File: config.mk
export PLATFORM = sky130hd
export DESIGN_NAME = bus_responder
export DESIGN_NICKNAME = d
export VERILOG_FILES = /design/src/rtl/bus_responder.sv
export SDC_FILE = /design/constraint.sdc
export NUM_CORES = 1
export LEC_CHECK = 0
export ABC_AREA = 1
export ABC_CLOCK_PERIOD_IN_PS = 1200
export CORE_ASPECT_RATIO = 1.25
export CORE_MARGIN = 2
export CORE_UTILIZATION = 30
export DETAILED_ROUTE_END_ITERATION = 7
export PLACE_DENSITY = 0.67
export RECOVER_POWER = 50
export SETUP_SLACK_MARGIN = 0.3
export SYNTH_ARGS = -nofsm -noshare
export SYNTH_HDL_FRONTEND = slang
export SYNTH_SLANG_ARGS = --single-unit
File: constraint.sdc
create_clock -name phi1 -period 1.2 [get_ports phi1]
set_clock_uncertainty 0.1 [all_clocks]
set_input_delay 0.18 -clock phi1 [delete_from_list [all_inputs] [get_ports phi1]]
set_output_delay 0.18 -clock phi1 [all_outputs]
set_load 0.02 [all_outputs]
File: src/rtl/bus_responder.sv
// bus_responder: answers memory/register requests from the fetcher and
// execution units. Register selections (X, Y) answer in one cycle; memory
// selections go through a wait-stated RAM port.
// Optional feature macro: RAM_MIRROR_EN folds 0x0800-0x1FFF onto 0x0000-0x07FF.

`ifndef REG_WIDTH
`define REG_WIDTH 8
`endif
`ifndef ADDR_WIDTH
`define ADDR_WIDTH 16
`endif
`ifndef SELECTOR_MEM
`define SELECTOR_MEM 4'h0
`endif
`ifndef SELECTOR_X
`define SELECTOR_X 4'h1
`endif
`ifndef SELECTOR_Y
`define SELECTOR_Y 4'h2
`endif

module bus_responder #(
    parameter int REG_WIDTH  = `REG_WIDTH,
    parameter int ADDR_WIDTH = `ADDR_WIDTH,
    parameter int MEM_WAIT   = 0
) (
    input  logic                  phi1,
    input  logic                  reset_n,
    input  logic                  req,
    input  logic                  we,
    input  logic [ADDR_WIDTH-1:0] addr,
    input  logic [3:0]            fetch_selector,
    input  logic [REG_WIDTH-1:0]  wdata,
    input  logic [REG_WIDTH-1:0]  reg_x,
    input  logic [REG_WIDTH-1:0]  reg_y,
    input  logic [REG_WIDTH-1:0]  mem_rdata,
    output logic [ADDR_WIDTH-1:0] mem_addr,
    output logic [REG_WIDTH-1:0]  mem_wdata,
    output logic                  mem_re,
    output logic                  mem_we,
    output logic [REG_WIDTH-1:0]  data_out,
    output logic                  data_valid,
    output logic                  wr_done,
    output logic                  busy,
    output logic                  sel_err
);

    localparam logic [2:0] WAIT_INIT = 3'(MEM_WAIT);

    typedef enum logic {
        IDLE,
        ACCESS
    } state_t;

    state_t                  state_q;
    logic [2:0]              waitCnt_q;
    logic [ADDR_WIDTH-1:0]   memAddr_q;
    logic [REG_WIDTH-1:0]    memWdata_q;
    logic                    memRe_q;
    logic                    memWe_q;
    logic [REG_WIDTH-1:0]    dataOut_q;
    logic                    dataValid_q;
    logic                    wrDone_q;
    logic                    busy_q;
    logic                    selErr_q;
    logic [ADDR_WIDTH-1:0]   mappedAddr_d;

    // Translate the request address into the RAM address (mirror folding when enabled).
    always_comb begin
        mappedAddr_d = addr;
`ifdef RAM_MIRROR_EN
        if (addr < ADDR_WIDTH'(32'h2000)) begin
            mappedAddr_d        = '0;
            mappedAddr_d[10:0]  = addr[10:0];
        end
`endif
    end

    // Request FSM: decodes selectors in IDLE, counts wait states in ACCESS, all outputs registered.
    always_ff @(posedge phi1 or negedge reset_n) begin
        if (!reset_n) begin
            state_q     <= IDLE;
            waitCnt_q   <= '0;
            memAddr_q   <= '0;
            memWdata_q  <= '0;
            memRe_q     <= 1'b0;
            memWe_q     <= 1'b0;
            dataOut_q   <= '0;
            dataValid_q <= 1'b0;
            wrDone_q    <= 1'b0;
            busy_q      <= 1'b0;
            selErr_q    <= 1'b0;
        end else begin
            dataValid_q <= 1'b0;
            wrDone_q    <= 1'b0;
            selErr_q    <= 1'b0;
            case (state_q)
                IDLE: begin
                    if (req) begin
                        case (fetch_selector)
                            `SELECTOR_X: begin
                                dataOut_q   <= reg_x;
                                dataValid_q <= 1'b1;
                            end
                            `SELECTOR_Y: begin
                                dataOut_q   <= reg_y;
                                dataValid_q <= 1'b1;
                            end
                            `SELECTOR_MEM: begin
                                memAddr_q <= mappedAddr_d;
                                busy_q    <= 1'b1;
                                waitCnt_q <= WAIT_INIT;
                                state_q   <= ACCESS;
                                if (we) begin
                                    memWe_q    <= 1'b1;
                                    memWdata_q <= wdata;
                                end else begin
                                    memRe_q <= 1'b1;
                                end
                            end
                            default: begin
                                dataOut_q   <= '0;
                                dataValid_q <= 1'b1;
                                selErr_q    <= 1'b1;
                            end
                        endcase
                    end
                end
                ACCESS: begin
                    if (waitCnt_q != 3'd0) begin
                        waitCnt_q <= waitCnt_q - 3'd1;
                    end else begin
                        if (memWe_q) begin
                            wrDone_q <= 1'b1;
                        end else begin
                            dataOut_q   <= mem_rdata;
                            dataValid_q <= 1'b1;
                        end
                        memRe_q <= 1'b0;
                        memWe_q <= 1'b0;
                        busy_q  <= 1'b0;
                        state_q <= IDLE;
                    end
                end
            endcase
        end
    end

    assign mem_addr   = memAddr_q;
    assign mem_wdata  = memWdata_q;
    assign mem_re     = memRe_q;
    assign mem_we     = memWe_q;
    assign data_out   = dataOut_q;
    assign data_valid = dataValid_q;
    assign wr_done    = wrDone_q;
    assign busy       = busy_q;
    assign sel_err    = selErr_q;

endmodule

==> run metrics <==
status=finished, violations left; violated checks=setup timing; final hold violation count=0; fraction of layout cells with a size suffix above 1=between 40% and 50%; synth warn=0; Synth Net Count=292; row count=32; CTS Buf Count=5; Final setup viols=36; standby leakage power=2.02 nW; CP Launch Type=flop; crit path time final=1.32 ns; Clock Sinks=between 40 and 50; RSZ-0062 raised after global routing=yes; P&R area growth vs syn=107%; Slew headroom=approximately 60%; vias in the first global route=1,970; post-synth cell types=19; pins over their slew limit=0; height of the die=just over 90 um; Final Routed Wirelength=5910 um; Tot Pwr=0.00418 W; vias per cell=4.33; syn_area_per_cell=8.13 um^2; pwr/cell area=1060 nW/um^2; drt pass-1 iters=4; CTS H-tree depth=2; CTS tree=built; residual DRC count=0; # diodes=0; Finished Core Util=63.8%; All-Layer GR Usage=16.8%; HP Class=in2reg; CP Max Fanout=5; crit share post-route=110%; layout net count=457; final setup margin=-0.124 ns; core area=between 6000 and 7000 um^2; Root Driver=clkbuf_8; Routed Antenna Nets=0; Worst-Skew Late Latency=around 0.29 ns; VDD IR max=0.774 mV; commonest non-fill, non-tap cells in the layout=nand2_1, buf_4, clkdlybuf4s50_1; initial antenna violation count=0; Setup crit end kind=flop; register bit count reported by yosys=42; Hold Path Cell Cnt=3; Slew @ Worst Pin=around 0.58 ns; Seq/Total Area, Yosys=55.2%; worst r2r path cells=7; die area=between 7000 and 8000 um^2; Cell Area, Synth=1900 um^2; clock tree buffer depth=2; Max Freq=755 MHz; Crit path arrival time=1.45 ns; vias=roughly 2,100; Die Span X=75.2 um; initial DRC count=75; crit path kind=reg2reg; Syn Inst Count=between 200 and 250; GR Overflow Total=0; number of maximum-capacitance violations=0; I/O Buffers=93; commonest non-fill, non-tap cell in the layout=nand2_1; WL/cell=between 10 and 15 um; Worst Path Required=about 1.3 ns; initial core utilization=30.9%; Detail Placement HPWL=3830 um; first-pass GRT wire length=approximately 9100 um; GPL Wtd Cong=0.770; pin count of the biggest net entering global routing=43; clock edge transition at the registers on the reported setup and hold paths=0.08 ns; # IOs=94
layer usage:
metal | GRT usage (%) | vias to the layer above | wire length (um) | share of wire (%)
met4 | 3.51 | 0 | 57 | 0.96
li1 | - | 1066 | - | -
met2 | 28.4 | 70 | 3040 | 51
met5 | 0 | - | 0 | 0
met1 | 21.4 | 952 | 2460 | 42
met3 | 4.20 | 7 | 350 | 5.9
cell usage after synthesis:
master    number  share of area, %
clkbuf_1       2              0.39
nor2_2         2              0.66
buf_6          1              0.59
o21ai_2        1              0.46
o21a_1         1              0.39
dfrtp_1       42                55
inv_2          1              0.20
inv_1          9               1.8
nor2_4         1              0.59
ha_1           2               1.3
nand3_2        2               1.1
nand4_2        1              0.66
o21ai_0        4               1.1
buf_2          2              0.53
nand2_1      122                24
nand3_1       32               8.4
nand2_2        2              0.66
buf_4          3               1.2
nor2_1         4              0.79
state kept, by name, indices dropped and copies added (netlist names):
signal / count
mem_re: 1
data_valid: 1
wr_done: 1
state_q: 1
data_out: 8
mem_we: 1
sel_err: 1
mem_wdata: 8
waitCnt_q: 3
mem_addr: 16
busy: 1
report_power, final:
group / leakage, nW / internal (W) / switching, W
combinational: 1.43 / 0.000899 / 0.000670
sequential: 0.548 / 0.00161 / 0.000154
clock: 0.0438 / 0.000390 / 0.000457
total: 2.02 / 0.00290 / 0.00128
repair_timing:
| action | 4_1_cts | 5_1_grt |
|---|---|---|
| hold endpoints to repair | 42 | 0 |
| setup endpoints to repair | 80 | 80 |
| pin swaps | 13 | 8 |
| setup buffers | 18 | 11 |
| hold buffers | 1 | 0 |
| cloned | 6 | 0 |
| resized for setup | 259 | 44 |
area by class of cell:
class,count,area (um^2)
multi-input cells,177,1010
fillers,549,2230
clock inverters,2,10.0
inverters,10,45.0
flip-flops and latches,42,1050
clock buffers,5,68.8
well taps,85,106
repair buffers,163,1640
stage by stage:
stage                     cells  instance area, um^2  setup slack [ns]  setup TNS (ns)  hold slack [ns]
after floorplan             234                 1970            0.0162               0           -0.216
after global placement      441                 3260            -0.386          -14.60           0.0710
after detailed placement    441                 3260            -0.421          -14.57           0.0764
after CTS                   473                 3720            -0.104           -1.80            0.308
after global routing        484                 3930            -0.200           -4.71            0.337
final                       484                 3930            -0.124           -2.49            0.332
worst max-delay path, cell delays in order (launching register included):
cell and delay, ns:
dfrtp_1 0.38, inv_2 0.08, ha_4 0.14, ha_4 0.18
nand3_4 0.13, nand2_4 0.12, nand2_2 0.06, nand2_2 0.06
worst paths after layout:
| kind | from | end | slack, ns |
|---|---|---|---|
| max | waitCnt_q[0] | data_out[1] | -0.12 |
| min | wdata[6] | mem_wdata[6] | 0.33 |
| max reg2reg | waitCnt_q[0] | data_out[1] | -0.12 |
| min reg2reg | mem_wdata[4] | mem_wdata[4] | 0.41 |
| max in group asynchronous | reset_n | mem_addr[15] | 0.16 |
| min in group asynchronous | reset_n | data_out[2] | 0.44 |
logic make-up (layout without fill, tap and decap cells):
kind of cell | Yosys count | in the layout | share of synthesized area, %
simple gates | 166 | 169 | 36.9
flops | 42 | 42 | 55.2
buf+inv | 18 | 180 | 4.67
compound gates | 6 | 6 | 1.91
fa+ha+maj | 2 | 2 | 1.31
(Power assumes the default switching activity.)
